[src/rtl/et_run_scheduler.sv]
// Sequencer for one stochastic-computing evaluation run with early termination.
// It seeds the datapath LFSR, enables the datapath, counts the output stream and returns the ones/length result.
module et_run_scheduler #(
    parameter int CTR_WIDTH  = 5,
    parameter int LEN_WIDTH  = 8,
    parameter int SEED_WIDTH = 8
) (
    input  logic                  clk,
    input  logic                  rst,
    input  logic                  start_valid,
    output logic                  start_ready,
    input  logic [CTR_WIDTH-1:0]  nmin,
    input  logic [LEN_WIDTH-1:0]  max_len,
    input  logic [SEED_WIDTH-1:0] seed,
    output logic                  lfsr_load,
    output logic [SEED_WIDTH-1:0] seed_out,
    output logic                  sc_en,
    input  logic                  pz,
    input  logic                  z_bit,
    output logic                  res_valid,
    input  logic                  res_ready,
    output logic [LEN_WIDTH-1:0]  res_ones,
    output logic [LEN_WIDTH-1:0]  res_len,
    output logic                  res_early
);

    typedef enum logic [1:0] {IDLE, SEED, RUN, RESP} state_t;

    state_t                state;
    logic [CTR_WIDTH-1:0]  nmin_q;
    logic [LEN_WIDTH-1:0]  max_len_q;
    logic [SEED_WIDTH-1:0] seed_q;
    logic [CTR_WIDTH-1:0]  et_ctr;
    logic [LEN_WIDTH-1:0]  len_ctr;
    logic [LEN_WIDTH-1:0]  ones_ctr;
    logic                  pz_prev;

    logic                  rise;
    logic                  et_hit;
    logic                  len_hit;
    logic [LEN_WIDTH-1:0]  len_next;
    logic [LEN_WIDTH-1:0]  ones_next;
    logic [CTR_WIDTH+1:0]  et_sum;
    logic [CTR_WIDTH-1:0]  et_bumped;

    assign seed_out  = seed_q;
    assign rise      = pz & ~pz_prev;
    assign len_next  = len_ctr + 1'b1;
    assign ones_next = ones_ctr + LEN_WIDTH'(z_bit);
    assign et_hit    = (et_ctr == '0);
    assign len_hit   = (len_next == max_len_q);

    // Two guard bits keep et_ctr+3 exact before clamping to the all-ones ceiling.
    assign et_sum    = {2'b00, et_ctr} + (CTR_WIDTH+2)'(3);
    assign et_bumped = (et_sum > {2'b00, {CTR_WIDTH{1'b1}}}) ? {CTR_WIDTH{1'b1}}
                                                              : et_sum[CTR_WIDTH-1:0];

    // NOTE: every register here uses <= so all of them see pre-edge values, which the
    // same-cycle termination test on pre-update counters relies on.
    always_ff @(posedge clk) begin
        if (rst) begin
            state       <= IDLE;
            start_ready <= 1'b1;
            lfsr_load   <= 1'b0;
            sc_en       <= 1'b0;
            res_valid   <= 1'b0;
            res_ones    <= '0;
            res_len     <= '0;
            res_early   <= 1'b0;
            nmin_q      <= '0;
            max_len_q   <= '0;
            seed_q      <= '0;
            et_ctr      <= '0;
            len_ctr     <= '0;
            ones_ctr    <= '0;
            pz_prev     <= 1'b0;
        end else begin
            case (state)
                IDLE: begin
                    if (start_valid && start_ready) begin
                        nmin_q      <= nmin;
                        max_len_q   <= (max_len == '0) ? LEN_WIDTH'(1) : max_len;
                        seed_q      <= seed;
                        start_ready <= 1'b0;
                        lfsr_load   <= 1'b1;
                        state       <= SEED;
                    end
                end
                SEED: begin
                    lfsr_load <= 1'b0;
                    sc_en     <= 1'b1;
                    et_ctr    <= nmin_q;
                    len_ctr   <= '0;
                    ones_ctr  <= '0;
                    pz_prev   <= 1'b0;
                    state     <= RUN;
                end
                RUN: begin
                    len_ctr  <= len_next;
                    ones_ctr <= ones_next;
                    pz_prev  <= pz;
                    if (rise) begin
                        et_ctr <= et_bumped;
                    end else if (!et_hit) begin
                        et_ctr <= et_ctr - 1'b1;
                    end
                    if (et_hit || len_hit) begin
                        sc_en     <= 1'b0;
                        res_valid <= 1'b1;
                        res_ones  <= ones_next;
                        res_len   <= len_next;
                        res_early <= et_hit & ~len_hit;
                        state     <= RESP;
                    end
                end
                RESP: begin
                    if (res_ready) begin
                        res_valid   <= 1'b0;
                        start_ready <= 1'b1;
                        state       <= IDLE;
                    end
                end
                default: state <= IDLE;
            endcase
        end
    end

endmodule

[config.mk]
export PLATFORM = sky130hd
export DESIGN_NAME = et_run_scheduler
export DESIGN_NICKNAME = d
export VERILOG_FILES = /design/src/rtl/et_run_scheduler.sv
export SDC_FILE = /design/constraint.sdc
export NUM_CORES = 1
export LEC_CHECK = 0
export BUFFER_PORTS_ARGS = -buffer_cell sky130_fd_sc_hd__buf_2
export CAP_MARGIN = 20
export CORE_AREA = 5 5 80 82
export CTS_CLUSTER_DIAMETER = 40
export CTS_CLUSTER_SIZE = 20
export DETAILED_ROUTE_END_ITERATION = 8
export DIE_AREA = 0 0 85 87
export GPL_ROUTABILITY_DRIVEN = 0
export PLACE_DENSITY_LB_ADDON = 0.15
export SETUP_SLACK_MARGIN = 0.02
export SLEW_MARGIN = 20
export SYNTH_ARGS = -nofsm -noshare
export SYNTH_HDL_FRONTEND = slang
export SYNTH_SLANG_ARGS = --single-unit
[constraint.sdc]
create_clock -name clk -period 6.4 [get_ports clk]
set_input_delay 0.32 -clock clk [delete_from_list [all_inputs] [get_ports clk]]
set_output_delay 0.32 -clock clk [all_outputs]
set_load 0.01 [all_outputs]
==> impl_results.md, run 1 <==
- Worst Setup Slack, final: 3.903 ns
- VDD IR max: 0.2986 mV
- Final setup fails: 0
- Die height: 87 um
- Finished Core Util: 64.51%
- Final WL: 7.202 mm
- Worst-Skew Late Latency: 0.34 ns
- R2r setup slk: 3.90 ns
- Layout cell share with drive strength beyond 1: 19.73%
- Crit path capture type: register
- Post-synth EDFFs: 0
- Least-Margin Pin Slew: 0.8967 ns
- CTS tree: built
- Via count: 2853
- Die area: 7395 um^2
- Post-DP HPWL: 5.071 mm
- Initial drt markers: 204
- Status: finished, final reports clean
- Synth Register Bits: 66
- Routed Antenna Nets: 0
- Syn Inst Count: 394
- Hold crit path type: primary input to register
- Vias in the first global route: 2688
- Synth cell types: 48
- Hold_ws: 0.2171 ns
- RSZ-0062 raised after global routing: false
- Ports: 56
- Period utilization: 39.01%
- DR vias/cell: 5.529
- WP data arrival: 2.71 ns
- Residual DRC count: 0
- Total Routing Usage GR: 20.45%
- PD cells: 389.4 nW/um^2
- GRT overflow: 0
- Setup bufs post-CTS: 0
- Post-Place Worst Slack: 3.525 ns
- Kind of critical path: register to register
- Antenna violations before repair: 0
- Clock sinks: 66
- Max Cap Violations: 0
- Setup_tns: 0 ns
- Area of the multi-input gates: 1758 um^2
- ANT cells: 0
- H-Tree Level Count: 3
- Largest net degree at the start of global routing: 53
- I/O Buffers: 55
- Yosys warnings: 0
- Die Wd: 85 um
- Total core area: 5675 um^2
- First-pass GRT wire length: 12.12 mm
- Final Hold Fails: 0
- Register area: 1321 um^2
- Synth Net Count: 430
- Post-CTS sizing: 0
- Max-slew violation count: 0
- Worst setup SP type: register
- Root buffer cell: clkbuf_8
- Clock transition at path regs: 0.07 ns
- Final #Nets: 472
- Leak: 1.492 nW
- WL per Instance: 13.96 um
- Mean Syn Cell Area: 8.231 um^2
- Sequential element share of the synthesized area: 40.74%
- Max clock buf depth: 2
- Dominant synthesized flop cell: dfxtp_1
- CTS Hold Bufs: 0
- Fillers: 534
- WP data required: 6.61 ns
- Clock Skew: 0.009548 ns
- Initial Util: 57.14%
- TritonCTS Buffers: 9
- Pre-antenna DRT Iters: 4
- Mapped cell area: 3243 um^2
- Site Rows: 28
- Synth async-reset ratio: 0%
- Fmax: 400.5 MHz
- Period minus WS final: 2.497 ns
- CP max FO: 27
- Synth-to-Final Area Change: 12.89%
- Slew Limit Headroom: 40.06%
-- through the flow --
step                cells  power [mW]  cell area, um^2
finish                516       1.426             3661
global route          516       1.542             3661
CTS                   516       1.435             3660
detailed placement    500       1.135             3496
global placement      500       1.120             3496
floorplan             394      0.9998             3243
-- synthesized netlist by cell type, types with 8 or more instances --
master | n | share of area (%)
dfxtp_1 | 66 | 41
nand2_1 | 66 | 7.6
nor2_1 | 48 | 5.6
a21oi_1 | 45 | 6.9
clkbuf_1 | 15 | 1.7
nand3_1 | 13 | 2.0
xor2_1 | 11 | 3.0
a211oi_2 | 10 | 3.9
nor3_1 | 10 | 1.5
ha_1 | 9 | 3.5
inv_1 | 9 | 1.0
xnor2_1 | 8 | 2.2
-- flip-flops by register name, summed over array words and instances, names as in the netlist, 2 cells and up --
signal     flops
len_ctr        8
max_len_q      8
ones_ctr       8
res_len        8
res_ones       8
seed_out       8
et_ctr         5
nmin_q         5
state          2
-- worst paths after layout --
path / from / to / depth (start not counted)
worst max-delay path: len_ctr[0] / res_ones[0] / 7
worst min register to register: seed_out[0] / seed_out[0] / 2
worst max register to register: len_ctr[0] / res_ones[0] / 7
worst min-delay path: seed[6] / seed_out[6] / 3
-- critical path, cell delays in order, from the launching register on --
cell     delay, ns
dfxtp_1       0.47
ha_1          0.34
xnor2_1       0.21
xor2_1        0.18
and4_4        0.24
a41o_2        0.61
mux2i_1       0.26
nor2_1        0.05
-- cells in the final DEF, fill, tap and decap left out, types with 10 or more instances in the layout --
master / instances
nand2_1: 66
a211oi_2: 10
clkbuf_8: 10
nor2_1: 48
dfxtp_1: 66
nor3_1: 10
a21oi_1: 45
buf_2: 55
xor2_1: 11
nand3_1: 13
-- per-layer routing --
metal	GRT usage [%]	share of wire [%]	vias up
met5	0	0	-
met4	8.201	1.8	0
met3	5.487	6.3	13
met2	32.56	46	79
met1	26.38	46	1332
li1	-	-	1429
-- final cells by class --
class | count | area share [%]
clock buffer | 13 | 4.067
inverter | 9 | 0.9228
multi-input combinational | 293 | 48.02
tap | 75 | 2.563
clock inverter | 3 | 0.4101
timing repair buffer | 57 | 7.929
sequential | 66 | 36.09
-- logic make-up (layout without fill, tap and decap cells) --
logic type,Yosys count,count (layout),share of synthesized area (%)
compound gates,84,84,17.44
mux,7,7,2.161
buf+inv,35,82,5.092
simple gates,171,171,23.84
flops,66,66,40.74
fa+ha+maj,9,9,3.472
xor+xnor,22,22,7.253
-- where the power goes --
part,internal [mW],switching [mW]
logic,0.222,0.354
registers,0.491,0.0609
clock network,0.150,0.148
No activity file was read; power rests on OpenSTA's default activity.
==> run 2: changes to the inputs <==
Settings changed: CORE_AREA 5 5 80 82 to 5 5 83 85, DIE_AREA 0 0 85 87 to 0 0 88 90.
Clock period 6.4 ns to 2.3 ns, I/O delays scaled along.
==> run 2 against run 1 <==
Against the previous run: clock-buffer cell count is 1 higher; sequential share of layout area fell by 2.3 points; global-route usage down 0.54 points; routed wire length rose by 4.0%; clock power increased to 3.6 times the previous value; clock skew fell by 0.0034 ns; combinational power grew to 3.1 times the previous value; via count down 0.25%; critical path type unchanged; critical endpoint is now res_ones[4].
==> impl_results.md, run 2 (synthesis results as in run 1) <==
- Ports: 56 (unchanged)
- Total Routing Usage GR: 19.91% (-0.54 points)
- VDD IR max: 0.5751 mV (+93%)
- Hold crit path type: primary input to register
- Period utilization: 90.71% (+52 points)
- Total stage count of the critical path: 8 (+1)
- Post-DP HPWL: 5.312 mm (+4.8%)
- Final setup fails: 0 (unchanged)
- Largest net degree at the start of global routing: 32 (-40%)
- Clock transition at path regs: 0.07 ns (about the same)
- Clock sinks: 66 (unchanged)
- WL per Instance: 13.92 um (-0.29%)
- Die Wd: 88 um (+3.5%)
- Clock share of power: 24.6% (+3.7 points)
- CTS tree: built
- Cell Chain, Critical Path: inv_1 -> ha_1 -> or4b_2 -> nor2_2 -> a41o_1 -> buf_6 -> nor2_1 -> a211oi_2
- Max-slew violation count: 0 (unchanged)
- Buf/Inv on CP: 2 (+2)
- Antenna violations before repair: 0 (unchanged)
- ANT cells: 0 (unchanged)
- WP data arrival: 2.35 ns (-0.36 ns)
- R2R Path Start: et_ctr[0]
- Top delay family on crit path: simple AND/OR/NAND/NOR gates
- Least-Margin Pin Slew: 0.7183 ns (-0.1783 ns)
- Crit. Startpoint: et_ctr[0]
- Finished Core Util: 63.82% (-0.68 points)
- GRT overflow: 0 (unchanged)
- First-pass GRT wire length: 12.56 mm (+3.7%)
- Max Cap Violations: 0 (unchanged)
- R2R cell count: 8 (+1)
- Flop pwr share: 34.8% (-3.9 points)
- Period minus WS final: 2.086 ns (-0.4105 ns)
- Min-Delay Path Depth: 3 (unchanged)
- Die height: 90 um (+3.4%)
- Initial Util: 52.89% (-4.3 points)
- Clock Skew: 0.006140 ns (-0.003408 ns)
- CP max FO: 21 (-22%)
- Max clock buf depth: 2 (unchanged)
- PD cells: 1109 nW/um^2 (+180%)
- Pre-antenna DRT Iters: 5 (+1)
- Dpl cell area: 3588 um^2 (+2.6%)
- P_sw: 1.608 mW (+190%)
- H-Tree Level Count: 3 (unchanged)
- Site Rows: 29 (+3.6%)
- Die area: 7920 um^2 (+7.1%)
- Root buffer cell: clkbuf_8
- Layout cell share with drive strength beyond 1: 22.13% (+2.4 points)
- Routed Antenna Nets: 0 (unchanged)
- Critical path's largest stage delay: 0.62 ns (about the same)
- Hold Crit Start: seed[2]
- Internal: 2.733 mW (+220%)
- Crit path capture type: register
- Most frequent cells in the layout: nand2_1 (66), dfxtp_1 (66), buf_2 (55)
- Via count: 2846 (-0.25%)
- Fin area: 3914 um^2 (+6.9%)
- I/O Buffers: 55 (unchanged)
- RSZ-0062 raised after global routing: false
- WP data required: 2.56 ns (-4.05 ns)
- Leak: 1.617 nW (+8.4%)
- Kind of critical path: register to register
- Setup bufs post-CTS: 0 (unchanged)
- Final WL: 7.487 mm (+4.0%)
- TritonCTS Buffers: 9 (unchanged)
- Status: finished, final reports clean
- Residual DRC count: 0 (unchanged)
- Fmax: 479.3 MHz (+20%)
- Tot Pwr: 4.341 mW (+200%)
- DR vias/cell: 5.290 (-4.3%)
- Switch share: 37.05% (-2.5 points)
- Initial drt markers: 172 (-16%)
- Logic pwr share: 40.6% (+0.2 points)
- Synth-to-Final Area Change: 20.68%
- Worst-Skew Late Latency: 0.34 ns (about the same)
- Slew Limit Headroom: 52.11% (+12 points)
- Setup_tns: 0 ns (unchanged)
- Vias in the first global route: 2767 (+2.9%)
- Total core area: 6132 um^2 (+8.0%)
- Final Hold Fails: 0 (unchanged)
- Final #Nets: 493 (+4.4%)
- CP max-delay cell: or4b_2
- Worst setup SP type: register
run 2: cell types whose count changed in the layout (fill, tap and decap cells not counted), moves of 3 or more:
cell,change
buf_4,+11
clkbuf_1,-3
clkbuf_8,+4
clkinv_2,-3
dlygate4sd3_1,+9
run 2: routing by layer:
metal / share of wire, % / GRT usage (%) / wire length [um]
met3: 5.6 / 3.931 / 418
met1: 47 / 26.68 / 3524
met2: 46 / 30.15 / 3459
met4: 1.1 / 9.847 / 85
met5: 0 / 0 / 0
run 2: area by class of cell:
type,count,area (um^2)
Clock buffer,14,192.7
Fill cell,557,2218
Multi-Input combinational cell,293,1765
Clock inverter,1,30.03
Tap cell,77,96.34
Inverter,9,33.78
Sequential cell,66,1321
Timing Repair Buffer,78,474.2
run 2: worst paths after layout:
path                                     to  slack [ns]
worst min-delay path            seed_out[2]        0.01
worst max-delay path            res_ones[4]        0.21
worst min register to register  seed_out[0]        0.45
worst max register to register  res_ones[4]        0.21
run 2: tightest hold or removal path, delay by kind of cell:
family / cells / cell delay (ns)
buf+inv: 1 / 0.10
simple gates: 1 / 0.05
compound gates: 1 / 0.05
run 2: power by group through the flow:
| stage | clock network, mW | logic, mW | registers (mW) |
|---|---|---|---|
| 2_1_floorplan | 0 | 1.22 | 1.56 |
| 3_3_place_gp | 0 | 1.68 | 1.53 |
| 3_5_place_dp | 0 | 1.73 | 1.54 |
| 4_1_cts | 1.09 | 1.75 | 1.51 |
| 5_1_grt | 1.15 | 1.98 | 1.54 |
| 6_report | 1.07 | 1.76 | 1.51 |
run 2: timing repair:
item	in CTS	in global routing
hold buffers	9	0
endpoints found under the setup margin	0	14
endpoints found under the hold margin	9	0
gates resized for setup	0	3
run 2: through the flow:
stage | std cells | setup WS (ns) | hold WS (ns)
after floorplan | 394 | 0.2310 | 0.2510
after global placement | 514 | 0.2282 | 0.3565
after detailed placement | 514 | 0.1583 | 0.3635
after CTS | 538 | 0.1376 | 0.002140
after global routing | 538 | 0.06543 | 0.01519
final | 538 | 0.2137 | 0.01385
